==> src/rtl/eif_pkg.sv <==
// Shared types and helpers for the EIF neuron scheduler slice.
package eif_pkg;

  localparam int unsigned STATE_W_DEF = 8;
  localparam int unsigned CUR_W_DEF   = 8;

  typedef enum logic [2:0] {
    S_IDLE,
    S_FETCH,
    S_ISSUE,
    S_WAIT,
    S_WRITE,
    S_SKIP
  } sched_state_e;

  function automatic int unsigned clog2(input int unsigned v);
    int unsigned r;
    r = 0;
    while ((32'd1 << r) < v) r++;
    return r;
  endfunction

endpackage

==> src/rtl/eif_spike_fifo.sv <==
// Spike event FIFO; an extra pointer bit separates full from empty.
module eif_spike_fifo
  import eif_pkg::*;
#(
  parameter int unsigned DEPTH = 4,
  parameter int unsigned W     = 2
) (
  input  logic         clk,
  input  logic         rst,
  input  logic         push,
  input  logic         pop,
  input  logic [W-1:0] din,
  output logic [W-1:0] dout,
  output logic         full,
  output logic         empty
);

  localparam int unsigned AW = clog2(DEPTH);

  logic [AW:0]  wr_q, rd_q;
  logic [W-1:0] mem_q [DEPTH];
  logic         do_pop, do_push;

  assign empty   = (wr_q == rd_q);
  assign full    = (wr_q[AW] != rd_q[AW]) && (wr_q[AW-1:0] == rd_q[AW-1:0]);
  assign do_pop  = pop && !empty;
  // a pop in the same cycle frees the slot the push needs
  assign do_push = push && (!full || do_pop);
  assign dout    = empty ? '0 : mem_q[rd_q[AW-1:0]];

  always_ff @(posedge clk or posedge rst) begin
    if (rst) begin
      wr_q <= '0;
      rd_q <= '0;
    end else begin
      if (do_push) wr_q <= wr_q + 1'b1;
      if (do_pop)  rd_q <= rd_q + 1'b1;
    end
  end

  always_ff @(posedge clk) begin
    if (do_push) mem_q[wr_q[AW-1:0]] <= din;
  end

endmodule

==> src/rtl/eif_neuron_scheduler.sv <==
// Round-robin scheduler sharing one EIF update datapath across N virtual neurons.
module eif_neuron_scheduler
  import eif_pkg::*;
#(
  parameter int unsigned N_NEURONS  = 4,
  parameter int unsigned STATE_W    = STATE_W_DEF,
  parameter int unsigned CUR_W      = CUR_W_DEF,
  parameter int unsigned REFRAC     = 2,
  parameter int unsigned FIFO_DEPTH = 4,
  parameter int unsigned V_RESET    = 0,
  localparam int unsigned IW        = clog2(N_NEURONS)
) (
  input  logic               clk,
  input  logic               rst,
  input  logic               tick,
  input  logic               cfg_we,
  input  logic [IW-1:0]      cfg_addr,
  input  logic [CUR_W-1:0]   cfg_data,
  output logic               dp_req,
  input  logic               dp_gnt,
  output logic [STATE_W-1:0] dp_state,
  output logic [CUR_W-1:0]   dp_current,
  input  logic               dp_rvalid,
  input  logic [STATE_W-1:0] dp_rstate,
  input  logic               dp_rspike,
  output logic               spk_valid,
  input  logic               spk_ready,
  output logic [IW-1:0]      spk_id,
  output logic               busy,
  output logic               tick_miss,
  output logic               spk_ovf
);

  localparam int unsigned RW_RAW = clog2(REFRAC + 1);
  localparam int unsigned RW     = (RW_RAW > 0) ? RW_RAW : 1;
  localparam logic [STATE_W-1:0] VR = STATE_W'(V_RESET);

  sched_state_e        fsm_q, fsm_d;
  logic [IW-1:0]       idx_q, idx_d;
  logic [STATE_W-1:0]  mem_q [N_NEURONS];
  logic [CUR_W-1:0]    cur_q [N_NEURONS];
  logic [RW-1:0]       ref_q [N_NEURONS];
  logic [STATE_W-1:0]  op_state_q, res_state_q;
  logic [CUR_W-1:0]    op_cur_q;
  logic                res_spike_q, tick_miss_q, spk_ovf_q;
  logic                push, pop, fifo_full, fifo_empty;

  always_comb begin
    fsm_d = fsm_q;
    idx_d = idx_q;
    case (fsm_q)
      S_IDLE:  if (tick) begin
                 idx_d = '0;
                 fsm_d = S_FETCH;
               end
      S_FETCH: fsm_d = (ref_q[idx_q] != '0) ? S_SKIP : S_ISSUE;
      S_ISSUE: if (dp_gnt) fsm_d = S_WAIT;
      S_WAIT:  if (dp_rvalid) fsm_d = S_WRITE;
      S_WRITE, S_SKIP: begin
        if (idx_q == IW'(N_NEURONS - 1)) begin
          fsm_d = S_IDLE;
        end else begin
          idx_d = idx_q + 1'b1;
          fsm_d = S_FETCH;
        end
      end
      default: fsm_d = S_IDLE;
    endcase
  end

  // operands are latched at FETCH so config writes cannot disturb an in-flight request
  always_ff @(posedge clk or posedge rst) begin
    if (rst) begin
      fsm_q       <= S_IDLE;
      idx_q       <= '0;
      op_state_q  <= '0;
      op_cur_q    <= '0;
      res_state_q <= '0;
      res_spike_q <= 1'b0;
      tick_miss_q <= 1'b0;
      spk_ovf_q   <= 1'b0;
      for (int unsigned i = 0; i < N_NEURONS; i++) begin
        mem_q[i] <= VR;
        cur_q[i] <= '0;
        ref_q[i] <= '0;
      end
    end else begin
      fsm_q <= fsm_d;
      idx_q <= idx_d;
      if (cfg_we) cur_q[cfg_addr] <= cfg_data;
      if (fsm_q == S_FETCH) begin
        op_state_q <= mem_q[idx_q];
        op_cur_q   <= cur_q[idx_q];
      end
      if (fsm_q == S_WAIT && dp_rvalid) begin
        res_state_q <= dp_rstate;
        res_spike_q <= dp_rspike;
      end
      if (fsm_q == S_WRITE) begin
        if (res_spike_q) begin
          mem_q[idx_q] <= VR;
          ref_q[idx_q] <= RW'(REFRAC);
        end else begin
          mem_q[idx_q] <= res_state_q;
        end
      end
      if (fsm_q == S_SKIP && ref_q[idx_q] != '0) ref_q[idx_q] <= ref_q[idx_q] - 1'b1;
      if (tick && fsm_q != S_IDLE) tick_miss_q <= 1'b1;
      if (push && fifo_full && !pop) spk_ovf_q <= 1'b1;
    end
  end

  assign push       = (fsm_q == S_WRITE) && res_spike_q;
  assign pop        = spk_valid && spk_ready;
  assign dp_req     = (fsm_q == S_ISSUE);
  assign dp_state   = dp_req ? op_state_q : '0;
  assign dp_current = dp_req ? op_cur_q : '0;
  assign busy       = (fsm_q != S_IDLE);
  assign spk_valid  = !fifo_empty;
  assign tick_miss  = tick_miss_q;
  assign spk_ovf    = spk_ovf_q;

  eif_spike_fifo #(
    .DEPTH (FIFO_DEPTH),
    .W     (IW)
  ) u_fifo (
    .clk   (clk),
    .rst   (rst),
    .push  (push),
    .pop   (pop),
    .din   (idx_q),
    .dout  (spk_id),
    .full  (fifo_full),
    .empty (fifo_empty)
  );

endmodule

==> config.mk <==
export PLATFORM = sky130hd
export DESIGN_NAME = eif_neuron_scheduler
export DESIGN_NICKNAME = d
export VERILOG_FILES = /design/src/rtl/eif_pkg.sv /design/src/rtl/eif_spike_fifo.sv /design/src/rtl/eif_neuron_scheduler.sv
export SDC_FILE = /design/constraint.sdc
export NUM_CORES = 1
export LEC_CHECK = 0
export ABC_AREA = 1
export BUFFER_PORTS_ARGS = -buffer_cell sky130_fd_sc_hd__buf_2
export CAP_MARGIN = 20
export CORE_AREA = 2 2 146 148
export DETAILED_ROUTE_END_ITERATION = 10
export DIE_AREA = 0 0 148 150
export HOLD_SLACK_MARGIN = 0.06
export PLACE_DENSITY = 0.55
export SLEW_MARGIN = 20
export SYNTH_ARGS = -nofsm -noshare
export SYNTH_HDL_FRONTEND = slang
export SYNTH_SLANG_ARGS = --single-unit
==> constraint.sdc <==
create_clock -name clk -period 5.3 [get_ports clk]
set_clock_uncertainty 0.05 [all_clocks]
set_input_delay 0.53 -clock clk [delete_from_list [all_inputs] [get_ports clk]]
set_output_delay 0.53 -clock clk [all_outputs]
set_load 0.01 [all_outputs]
After elaboration in Yosys (flattened, before gate mapping)
Memory sizes are Yosys's and may differ from the RTL's.
Index checks and enable logic that the tools add are counted.
Storage, ports and cells
  logic and storage cells: 110
  bits of input ports: 26
  flip-flop bits (word level): 110
  memory bits (writable): 8
  memories: 1
Memory list
  u_fifo.mem_q: words 4, width 2, read ports 1, clocked after memory_dff 0, write ports 1, line eif_spike_fifo.sv:21  | logic [W-1:0] mem_q [DEPTH];
Operators by class
  bitwise logic cells: 7
  equality and inequality tests: 13
  reduce and logical (&&, ||, !) cells: 23
  add/subtract/negate cells: 4
  muxes and demuxes: 36
  $lt $le $gt $ge: 4
Operators with widths (number)
  8-bit 2-to-1 mux: 11
  32-bit bitwise mux: 2
  32-bit bitwise AND: 1
  8-bit binary-select mux with 2-bit select: 2
  8-bit demux with 2-bit select: 2
  32-bit 2-to-1 mux: 1
  32-bit NOT: 1
  3-bit case mux with 5 select lines: 1
  1-bit logical AND: 12
  2-bit 2-to-1 mux: 6
  3-bit 2-to-1 mux: 4
  8-bit bitwise mux: 1
  3-bit by 1-bit adder with 3-bit output, second input constant: 2
  3-bit by 2-bit equality test with 1-bit output, second input constant: 2
  3-bit equality test, second input constant: 2
  3-bit greater-or-equal comparator, second input constant: 2
  3-bit by 1-bit less-than comparator with 1-bit output, second input constant: 2
  2-bit inequality test, second input constant: 3
  2-bit NOT with 3-bit output: 2
  3-bit AND reduction: 2
  4-bit bitwise AND: 1
  2-bit binary-select mux with 2-bit select: 1
  2-bit demux with 2-bit select: 1
  4-bit NOT: 1
  17 further kinds: 22

Longest topological paths before layout
Gate-level depths: netlist (run 1).
  depth in word-level cells: 11
  depth in mapped cells: 12

Modules after synthesis
From an unflattened synthesis (run 1), not the netlist that was laid out.
Second synthesis, totals
  cells, all modules: 730
  area, all modules: 5781.8 µm²
Modules (own cells, without submodules)
  eif_neuron_scheduler: seq. area each 2602.5 µm², area an instance 5009.8 µm², times used 1, cells an instance 646
  eif_spike_fifo: seq. area each 390.4 µm², area an instance 772.0 µm², times used 1, cells an instance 84

Worst setup path before layout (run 1)
OpenSTA, ideal clock, no wires.
  path type: reg-to-reg
  start: register idx_q[1]
  end: register ref_q[5] (netlist name)
  clock period less this slack: 1900 ps
  arrival: 1737 ps
  stages on the path, launching flop included: 13
  setup slack: 3400 ps
  setup time: 113 ps
  cell sequence: dfrtp_1 -> buf_2 -> buf_2 -> o21ai_0 -> a21oi_1 -> a21oi_1 -> ha_1 -> nor2_1 -> nand2_1 -> inv_1 -> nand2_1 -> nand2_1 -> inv_1
Between the ends
  word-level cells in the longest chain between the ends: 10
  elaborated cells between the ends (all ways): 17
  classes of those cells: add/sub (1); order compare (2); mux (9); bitwise (2); reduce/logical (3)
Ends and longest elaborated chain
  from (decl): line eif_neuron_scheduler.sv:39  | logic [IW-1:0] idx_q, idx_d;
  from (signal assigned): line eif_neuron_scheduler.sv:89  | idx_q <= idx_d;
  2-bit NOT with 3-bit output (not written as such) (*): line eif_neuron_scheduler.sv:102, eif_neuron_scheduler.sv:107
  3-bit greater-or-equal comparator (not written as such) or 3-bit by 1-bit less-than comparator with 1-bit output (tied branches): line eif_neuron_scheduler.sv:102, eif_neuron_scheduler.sv:107
  1-bit logical AND (not written as such): line eif_neuron_scheduler.sv:102, eif_neuron_scheduler.sv:107
  2-bit 2-to-1 mux (not written as such): line eif_neuron_scheduler.sv:102, eif_neuron_scheduler.sv:107
  2-bit demux with 2-bit select: line eif_neuron_scheduler.sv:102, eif_neuron_scheduler.sv:107
  4-bit OR (no source line)
  8-bit 2-to-1 mux: line eif_neuron_scheduler.sv:100  | if (res_spike_q) begin
  8-bit 2-to-1 mux: line eif_neuron_scheduler.sv:99  | if (fsm_q == S_WRITE) begin
  8-bit bitwise mux: line eif_neuron_scheduler.sv:107  | if (fsm_q == S_SKIP && ref_q[idx_q] != '0) ref_q[idx_q] <= ref_q[idx_q] - 1'b1;
  8-bit 2-to-1 mux (*): line eif_neuron_scheduler.sv:107
  to (signal, indexed assignment): line eif_neuron_scheduler.sv:102  | ref_q[idx_q] <= RW'(REFRAC);
  to (decl): line eif_neuron_scheduler.sv:42  | logic [RW-1:0] ref_q [N_NEURONS];
Every way passes the cells marked *; elsewhere a longest branch is shown, timed or not. The select of a mux whose other input is x is not followed.
A chain may end at the register's enable or synchronous reset.

Worst setup path in the final report (run 1)
Same ends and word-level chain as after synthesis.

==> results of run 1 <==
[flip-flops by register name, indices dropped and copies added (netlist names)]
signal and flops:
cur_q 32, fsm_q 3, idx_q 2, mem_q 32, op_cur_q 8, op_state_q 8, ref_q 8, res_spike_q 1
res_state_q 8, spk_ovf 1, tick_miss 1, u_fifo.mem_q 8, u_fifo.rd_q 3, u_fifo.wr_q 3
[cell usage after synthesis]
master / count
o211ai_1: 16
o21ai_0: 99
buf_6: 2
edfxtp_1: 8
nor3_1: 1
nor2_1: 81
nand2_2: 6
nand3b_1: 2
clkinv_1: 1
inv_1: 86
a21oi_1: 12
clkbuf_1: 7
nor2_8: 3
xor2_1: 2
buf_2: 16
o22ai_1: 2
o21ai_1: 5
nor2_2: 3
ha_1: 10
a21o_1: 2
nand3_1: 18
dfrtp_1: 110
nor2_4: 3
nand2_1: 206
[stage by stage]
step | power [uW] | hold WS, ns
CTS | 3640 | 0.289
global route | 3890 | 0.268
global placement | 2490 | 0.383
finish | 3600 | 0.209
floorplan | 2160 | 0.397
detailed placement | 2500 | 0.390
[worst paths after layout]
kind                                      endpoint  slack, ns  cells past startpoint
hold reg to reg              tick_miss$_DFFE_PP0P_       0.40                      1
hold / removal               cur_q[25]$_DFFE_PP0P_       0.21                      2
setup / recovery                ref_q[5]$_DFF_PP0_       2.57                     12
setup reg to reg                ref_q[5]$_DFF_PP0_       2.57                     12
min in group clk             tick_miss$_DFFE_PP0P_       0.31                      2
max in group asynchronous  op_cur_q[7]$_DFFE_PP0N_       4.08                      3
[logic make-up (layout without fill, tap and decap cells)]
family | Yosys count | count (layout) | share of synthesized area, %
and+or+nand+nor | 323 | 323 | 23.6
adders and majority gates | 10 | 10 | 2.21
DFF | 118 | 118 | 52.9
xor gates and xnor gates | 2 | 2 | 0.310
buffers and inverters | 112 | 172 | 8.05
AOI/OAI and AO/OA | 136 | 136 | 12.9
[cell type report]
class	instances	share of cell area, %
Clock buffer	22	7.34
Clock inverter	10	1.41
Inverter	87	4.91
Multi-Input combinational cell	471	32.7
Sequential cell	118	44.4
Tap cell	275	5.10
Timing Repair Buffer	53	4.12
[layer usage]
metal  vias to the layer above  track usage (%)  wire length [um]
li1                       2305                -                 -
met3                        17             2.87               436
met1                      2139             16.3              6040
met2                        73             22.4              6760
met5                         -                0                 0
met4                         0             4.67               221
[power breakdown]
group / switching (uW) / total, uW / leakage (uW) / internal (uW)
logic: 809 / 1180 / 0.00161 / 368
registers: 138 / 1290 / 0.00148 / 1150
clock network: 423 / 1130 / 0.000275 / 709
==> results.sh, run 1 <==
export IMPL_nNetsFinal=784
export IMPL_yosys_area_top_type="dfrtp_1"
export IMPL_finalHoldViolCount=0
export IMPL_crit_buf_inv=5
export IMPL_cts_tree="built"
export IMPL_path_cells="buf_4, clkinv_1, buf_4, nand3_1, nand2_1, ha_1, nor2_1, nand2_1, inv_1, nand2_1, nand2_1, inv_1"
export IMPL_period_share_pct=51.5
export IMPL_fmax_mhz=366
export IMPL_layout_min_cycle_time_ns=2.73
export IMPL_avgRoutedWirePerCell_um=13.0
export IMPL_multi_input_area_sq_um=2210
export IMPL_synth_seq_cells=118
export IMPL_setup_slack_ns=2.57
export IMPL_hp_class="in -> async"
export IMPL_first_pass_iters=4
export IMPL_yosys_warnings=0
export IMPL_viasPerCell=4.38
export IMPL_rsz0062_at_grt="false"
export IMPL_crit_required_ns=5.56
export IMPL_clockBufferDepth=2
export IMPL_synth_cell_types=24
export IMPL_stdcell_area_sq_um=6750
export IMPL_clk_pin_slew_ns=0.06
export IMPL_dp_hpwl_um=9050
export IMPL_syn_num_nets=737
export IMPL_crit_top_cell="nand2_1"
export IMPL_grt_overflow_total=0
export IMPL_worstReg2RegStart="idx_q[1]$_DFFE_PP0P_"
export IMPL_drive_above_1_share_pct=13.3
export IMPL_area_growth_synth_to_final_pct=19.3
export IMPL_dpl_worst_slack_ns=2.59
export IMPL_drt_iter0_markers=246
export IMPL_dieWidth_um=148
export IMPL_ir_drop_v=0.000187
export IMPL_drc=0
export IMPL_yosys_area_top_type_share_pct=48.7
export IMPL_yosysSeqAreaShare_pct=52.9
export IMPL_syn_area_sq_um=5660
export IMPL_post_cts_repair_setup_buffers=0
export IMPL_critPathMaxStageDelay_ns=0.41
export IMPL_grt_pass1_wl_um=22900
export IMPL_core_area_sq_um=20700
export IMPL_final_common_cell="nand2_1"
export IMPL_startpoint="idx_q[1]$_DFFE_PP0P_"
export IMPL_antenna_found_initial=0
export IMPL_numCtsBuffers=17
export IMPL_root_buffer="clkbuf_16"
export IMPL_mostFrequentLayoutCells="nand2_1, dfrtp_1, o21ai_0"
export IMPL_grt_use_total_pct=13.1
export IMPL_powerDensity_nw_per_um2=534
export IMPL_cap_violations=0
export IMPL_io_buffers=48
export IMPL_rows=53
export IMPL_postCtsHoldBufs=0
export IMPL_finalNonFillerCells=1036
export IMPL_gp_congestion=0.774
export IMPL_final_max_slew_violation_count=0
export IMPL_fin_util_pct=32.6
export IMPL_initial_utilization_pct=27.3
export IMPL_wl_um=13500
export IMPL_synth_area_leaders="dfrtp_1, nand2_1, o21ai_0"
export IMPL_synthCells=701
export IMPL_crit_path_start_kind="flip-flop"
export IMPL_dr_total_vias=4534
export IMPL_place_area_sq_um=6150
export IMPL_cts_resized=0
export IMPL_dieArea_sq_um=22200
export IMPL_grt_pass1_vias=4494
export IMPL_tns_ns=0
export IMPL_cpMaxStageDelayCell="clkinv_1"
export IMPL_drtAntennaViolNets=0
export IMPL_path_max_fanout=26
export IMPL_arrival_ns=2.99
export IMPL_critPathKind="reg -> reg"
export IMPL_cts_sinks=118
export IMPL_worstMarginPinSlew_ns=0.750
export IMPL_avgSynthCellArea_sq_um=8.07
export IMPL_critPathTopFamily="buffers and inverters"
export IMPL_n_fill_cell=2224
export IMPL_diodes=0
export IMPL_setup_viol=0
export IMPL_h_tree_depth=4
export IMPL_slew_headroom_pct=50.0
export IMPL_crit_path_end_kind="flip-flop"
export IMPL_status="finished, final reports clean"
export IMPL_clk_latency_ns=0.41
export IMPL_grt_max_degree=79
export IMPL_power_leakage_uw=0.00337
export IMPL_dp_cells=1004
export IMPL_ff_latch_area_sq_um=2990
export IMPL_ios=49
export IMPL_die_h_um=150
Power figures use the tool's default switching activity.
==> run 2, diff against run 1 <==
--- a/config.mk
+++ b/config.mk
@@ -12,7 +12,7 @@
 export DETAILED_ROUTE_END_ITERATION = 10
 export DIE_AREA = 0 0 148 150
 export HOLD_SLACK_MARGIN = 0.06
-export PLACE_DENSITY = 0.55
+export PLACE_DENSITY = 0.56
 export SLEW_MARGIN = 20
 export SYNTH_ARGS = -nofsm -noshare
 export SYNTH_HDL_FRONTEND = slang
==> constraint.sdc (replaced) <==
create_clock -name clk -period 2.3 [get_ports clk]
set_clock_uncertainty 0.05 [all_clocks]
set_input_delay 0.23 -clock clk [delete_from_list [all_inputs] [get_ports clk]]
set_output_delay 0.23 -clock clk [all_outputs]
set_load 0.01 [all_outputs]
==> run 2 against run 1 <==
  * Non-clock buffer count is 15 higher
  * Sequential share of layout area is 1.0 points lower
  * Total power is 130% higher
  * Flip-flop and latch count stayed put
  * Via count is 1.4% higher
  * Critical endpoint is now spk_id[1]
==> results.sh, run 2 (synthesis gave the netlist of run 1 again) <==
export IMPL_crit_required_ns=2.02
export IMPL_grt_overflow_total=0
export IMPL_clk_latency_ns=0.42
export IMPL_nNetsFinal=799
export IMPL_antenna_found_initial=0
export IMPL_final_common_cell="nand2_1"
export IMPL_slew_headroom_pct=57.4
export IMPL_grt_pass1_wl_um=22200
export IMPL_seq_power_share_pct=36.2
export IMPL_diodes=0
export IMPL_cap_violations=0
export IMPL_power_leakage_uw=0.00343
export IMPL_clockBufferDepth=2
export IMPL_path_max_fanout=8
export IMPL_fmax_mhz=506
export IMPL_rsz0062_at_grt="false"
export IMPL_numCtsBuffers=17
export IMPL_root_buffer="clkbuf_16"
export IMPL_ios=49
export IMPL_initial_utilization_pct=27.3
export IMPL_grt_max_degree=111
export IMPL_power_internal_uw=5120
export IMPL_viasPerCell=4.37
export IMPL_power_uw=8290
export IMPL_final_max_slew_violation_count=0
export IMPL_period_share_pct=85.9
export IMPL_grt_pass1_vias=4489
export IMPL_arrival_ns=1.70
export IMPL_finalHoldViolCount=0
export IMPL_grt_use_total_pct=12.7
export IMPL_startpoint="u_fifo.rd_q[0]$_DFFE_PP0P_"
export IMPL_crit_path_start_kind="flip-flop"
export IMPL_cts_tree="built"
export IMPL_layout_min_cycle_time_ns=1.98
export IMPL_avgRoutedWirePerCell_um=12.6
export IMPL_p_clk_share_pct=31.1
export IMPL_powerDensity_nw_per_um2=1200
export IMPL_status="finished, final reports clean"
export IMPL_first_pass_iters=4
export IMPL_worstMarginPinSlew_ns=0.639
export IMPL_io_buffers=48
export IMPL_dr_total_vias=4596
export IMPL_die_h_um=150
export IMPL_post_cts_repair_setup_buffers=0
export IMPL_area_growth_synth_to_final_pct=22.0
export IMPL_min_from="cfg_data[0]"
export IMPL_clk_pin_slew_ns=0.06
export IMPL_drc=0
export IMPL_ir_drop_v=0.000529
export IMPL_drive_above_1_share_pct=13.5
export IMPL_setup_viol=0
export IMPL_core_area_sq_um=20700
export IMPL_critPathKind="reg -> out"
export IMPL_tns_ns=0
export IMPL_largestRegisters="cur_q x32, mem_q x32"
export IMPL_p_comb_share_pct=32.7
export IMPL_dieWidth_um=148
export IMPL_wl_um=13200
export IMPL_switching_power_uw=3170
export IMPL_gp_congestion=0.786
export IMPL_cts_sinks=118
export IMPL_drt_iter0_markers=256
export IMPL_dp_hpwl_um=8980
export IMPL_hp_class="in -> reg"
export IMPL_crit_path_end_kind="output pin"
export IMPL_rows=53
export IMPL_drtAntennaViolNets=0
export IMPL_worstReg2RegStart="idx_q[0]$_DFFE_PP0P_"
export IMPL_h_tree_depth=4
export IMPL_dieArea_sq_um=22200
export IMPL_swShare_pct=38.3
export IMPL_mostFrequentLayoutCells="nand2_1, dfrtp_1, o21ai_0"
run 2: cell count changes in the layout (fill, tap and decap cells not counted):
cell           change
buf_12             +1
buf_4              +1
clkbuf_1           -1
clkbuf_8           -2
clkinv_2           -1
clkinv_4           +4
dlygate4sd3_1     +13
inv_4              +1
inv_6              -1
nand2_1            -1
nand2_2            +1
run 2: per-layer routing:
layer	routed length, um	global-route usage (%)	vias to the layer above
met4	199	4.81	0
met5	0	0	-
li1	-	-	2340
met2	6530	21.0	63
met3	365	3.02	17
met1	6100	16.1	2176
run 2: worst paths after layout:
kind / slack [ns] / cells past startpoint / to
max: 0.32 / 8 / spk_id[1]
min: 0.07 / 3 / cur_q[16]$_DFFE_PP0P_
max reg2reg: 0.36 / 11 / ref_q[7]$_DFF_PP0_
min reg2reg: 0.41 / 2 / spk_ovf$_DFFE_PP0P_
max in group asynchronous: 1.24 / 4 / mem_q[23]$_DFFE_PP0P_
min in group asynchronous: 0.46 / 4 / res_state_q[2]$_DFFE_PP0P_
run 2: layout make-up:
class / count / area, sq um
flip-flops and latches: 118 / 2990
inverters: 87 / 330
clock buffers: 19 / 464
well taps: 275 / 344
multi-input cells: 471 / 2210
fillers: 2201 / 13800
clock inverters: 13 / 124
repair buffers: 68 / 435
run 2: timing repair:
| action | 4_1_cts | 5_1_grt |
|---|---|---|
| endpoints found under the setup margin | 0 | 3 |
| hold buffers | 13 | 0 |
| hold endpoints to repair | 124 | 0 |
| gates resized for setup | 0 | 1 |
run 2: worst max-delay path, cell delays in order (launching register included):
cell	delay [ns]
dfrtp_1	0.49
inv_1	0.16
nand2_1	0.09
nand2_1	0.08
nor2_4	0.11
nand2_2	0.11
nand2_1	0.09
inv_1	0.04
buf_2	0.13
run 2: metrics by stage:
step / cell area, sq um / hold slack, ns / util [%] / std cells / worst slack [ns]
after floorplan: 5660 / 0.301 / - / 701 / 0.400
final: 6900 / 0.0737 / 33.4 / 1051 / 0.324
after CTS: 6900 / 0.0649 / 33.4 / 1051 / 0.0634
after global routing: 6900 / 0.0791 / 33.4 / 1051 / 0.170
after global placement: 6180 / 0.385 / 29.9 / 1006 / 0.451
after detailed placement: 6180 / 0.400 / 29.9 / 1006 / 0.417
run 2: power groups by stage:
| stage | combinational, uW | clock [uW] | sequential, uW |
|---|---|---|---|
| 2_1_floorplan | 2060 | 0 | 2910 |
| 3_3_place_gp | 2730 | 0 | 3030 |
| 3_5_place_dp | 2740 | 0 | 3030 |
| 4_1_cts | 2770 | 2630 | 3000 |
| 5_1_grt | 3160 | 2730 | 3080 |
| 6_report | 2710 | 2580 | 3000 |
==> run 3, diff against run 2 <==
--- a/config.mk
+++ b/config.mk
@@ -8,12 +8,13 @@
 export ABC_AREA = 1
 export BUFFER_PORTS_ARGS = -buffer_cell sky130_fd_sc_hd__buf_2
 export CAP_MARGIN = 20
-export CORE_AREA = 2 2 146 148
+export CORE_AREA = 2 2 147 149
 export DETAILED_ROUTE_END_ITERATION = 10
-export DIE_AREA = 0 0 148 150
+export DIE_AREA = 0 0 149 151
 export HOLD_SLACK_MARGIN = 0.06
-export PLACE_DENSITY = 0.56
+export PLACE_DENSITY = 0.57
 export SLEW_MARGIN = 20
 export SYNTH_ARGS = -nofsm -noshare
 export SYNTH_HDL_FRONTEND = slang
+export SYNTH_HIERARCHICAL = 1
 export SYNTH_SLANG_ARGS = --single-unit
==> run 3 against run 2 <==
  * Design area up 3.4%
  * Die area up 1.3%
  * Critical endpoint is now u_fifo/mem_q[0][0]$_DFFE_PP_
  * Largest cell class unchanged
  * Non-clock buffer count up 5
==> results.sh, run 3 <==
export IMPL_synth_edf_count=8
export IMPL_p_clk_share_pct=35.0
export IMPL_layout_min_cycle_time_ns=1.99
export IMPL_p_comb_share_pct=30.6
export IMPL_core_area_sq_um=20800
export IMPL_setup_viol=0
export IMPL_yosysMostFrequentCell="nand2_1"
export IMPL_cap_violations=0
export IMPL_n_fill_cell=2217
export IMPL_avgRoutedWirePerCell_um=12.7
export IMPL_synth_seq_cells=118
export IMPL_rsz0062_at_grt="false"
export IMPL_ff_latch_area_sq_um=2990
export IMPL_synth_area_leaders="dfrtp_1, nand2_1, o21ai_0"
export IMPL_largestRegisters="cur_q x32, mem_q x32"
export IMPL_yosysSeqAreaShare_pct=51.8
export IMPL_nNetsFinal=831
export IMPL_crit_path_end_kind="flip-flop"
export IMPL_gp_congestion=0.771
export IMPL_rows=53
export IMPL_dieArea_sq_um=22500
export IMPL_dpl_worst_slack_ns=0.342
export IMPL_clk_pin_slew_ns=0.05
export IMPL_dr_total_vias=4709
export IMPL_power_internal_uw=5660
export IMPL_drc=0
export IMPL_drtAntennaViolNets=0
export IMPL_synth_cell_types=32
export IMPL_path_max_fanout=8
export IMPL_power_leakage_uw=0.00364
export IMPL_wl_um=13800
export IMPL_slew_headroom_pct=59.5
export IMPL_syn_num_nets=766
export IMPL_root_buffer="clkbuf_16"
export IMPL_powerDensity_nw_per_um2=1220
export IMPL_dp_hpwl_um=9590
export IMPL_clk_latency_ns=0.42
export IMPL_clockBufferDepth=2
export IMPL_cts_sinks=118
export IMPL_area_growth_synth_to_final_pct=23.4
export IMPL_dieWidth_um=149
export IMPL_cts_resized=0
export IMPL_syn_area_sq_um=5780
export IMPL_setup_slack_ns=0.312
export IMPL_cts_tree="built"
export IMPL_crit_required_ns=2.37
export IMPL_mostFrequentLayoutCells="nand2_1, dfrtp_1, o21ai_0"
export IMPL_drt_iter0_markers=303
export IMPL_status="finished, final reports clean"
export IMPL_antenna_found_initial=0
export IMPL_worstMarginPinSlew_ns=0.606
export IMPL_grt_use_total_pct=13.2
export IMPL_yosys_warnings=6
export IMPL_ios=49
export IMPL_yosys_area_top_type="dfrtp_1"
export IMPL_swShare_pct=35.0
export IMPL_tns_ns=0
export IMPL_yosys_area_top_type_share_pct=47.6
export IMPL_ir_drop_v=0.000558
export IMPL_fmax_mhz=503
export IMPL_critPathKind="reg -> reg"
export IMPL_grt_pass1_vias=4614
export IMPL_async_reset_ff_share_pct=93.2
export IMPL_period_share_pct=86.4
export IMPL_synthCells=730
export IMPL_io_buffers=48
export IMPL_grt_max_degree=32
export IMPL_drive_above_1_share_pct=13.9
export IMPL_hp_class="in -> reg"
export IMPL_first_pass_iters=4
export IMPL_multi_input_area_sq_um=2270
export IMPL_final_max_slew_violation_count=0
export IMPL_h_tree_depth=4
export IMPL_die_h_um=151
export IMPL_synthFlopType="dfrtp_1"
export IMPL_numCtsBuffers=17
export IMPL_finalHoldViolCount=0
export IMPL_diodes=0
export IMPL_viasPerCell=4.35
export IMPL_initial_utilization_pct=27.8
export IMPL_grt_overflow_total=0
export IMPL_arrival_ns=2.06
export IMPL_avgSynthCellArea_sq_um=7.92
export IMPL_grt_pass1_wl_um=23400
export IMPL_crit_path_start_kind="flip-flop"
export IMPL_synth_commonest_cells="nand2_1, dfrtp_1, o21ai_0, inv_1, nor2_1"
export IMPL_switching_power_uw=3060
export IMPL_seq_power_share_pct=34.4
export IMPL_final_common_cell="nand2_1"
run 3: changes by cell type after synthesis, moves of 4 or more:
cell	delta
nand2_1	+18
o211ai_1	-8
a21oi_1	+7
inv_1	+7
buf_2	-6
o21ai_1	-5
buf_1	+4
nand3_1	+4
run 3: power groups by stage:
stage               registers [uW]  clock network (uW)  logic, uW
detailed placement            3040                   0       2670
global route                  3080                3190       3080
floorplan                     2900                   0       2050
finish                        3000                3050       2670
CTS                           3000                3100       2710
global placement              3030                   0       2670
run 3: metal layers:
layer  GRT usage [%]  wire [um]
met5               0          0
met4            3.71        153
met3            3.16        457
met2            22.1       6620
met1            17.1       6560
run 3: through the flow:
step	cells	power, uW	utilization [%]	instance area, sq um	hold WS (ns)
after floorplan	730	4950	-	5790	-0.0290
after global placement	1039	5700	30.4	6340	0.143
after detailed placement	1039	5710	30.4	6340	0.148
after CTS	1082	8820	34.3	7140	0.0827
after global routing	1082	9340	34.3	7140	0.108
final	1082	8720	34.3	7140	0.0882
run 3: cells by family after synthesis:
group / share of synthesized area (%)
compound gates: 11.7
simple gates: 24.9
fa+ha+maj: 2.16
xor+xnor: 0.584
buf+inv: 8.89
flops: 51.8
run 3: what timing repair did:
| item | 4_1_cts | 5_1_grt |
|---|---|---|
| buffers inserted | 0 | 0 |
| hold buffers | 12 | 0 |
| hold endpoints to repair | 32 | 0 |
run 3: critical path: stages (launching register included):
cell	delay, ns
dfrtp_1	0.48
xnor2_2	0.21
nand3_2	0.16
inv_1	0.05
inv_1	0.06
nand2_1	0.04
inv_1	0.16
inv_1	0.08
nand4_2	0.14
nand2_4	0.11
nor2_2	0.14
run 3: final cells by class:
| class | instances | share of cell area (%) |
|---|---|---|
| clock buffer | 22 | 6.78 |
| timing repair buffer | 73 | 6.77 |
| inverter | 95 | 5.08 |
| tap | 275 | 4.82 |
| sequential | 118 | 41.9 |
| clock inverter | 9 | 2.73 |
| multi-input combinational | 490 | 31.9 |
run 3: path summary, 6_finish.rpt:
check / from / end / cells after the start / slack [ns]
hold reg to reg: tick_miss$_DFFE_PP0P_ / tick_miss$_DFFE_PP0P_ / 1 / 0.42
setup reg to reg: u_fifo/rd_q[0]$_DFFE_PP0P_ / u_fifo/mem_q[0][0]$_DFFE_PP_ / 10 / 0.31
hold / removal: cfg_data[2] / cur_q[10]$_DFFE_PP0P_ / 3 / 0.09
min in group asynchronous: rst / u_fifo/wr_q[2]$_DFFE_PP0P_ / 3 / 0.26
setup / recovery: u_fifo/rd_q[0]$_DFFE_PP0P_ / u_fifo/mem_q[0][0]$_DFFE_PP_ / 10 / 0.31
max in group asynchronous: rst / op_state_q[5]$_DFFE_PP0N_ / 4 / 1.27
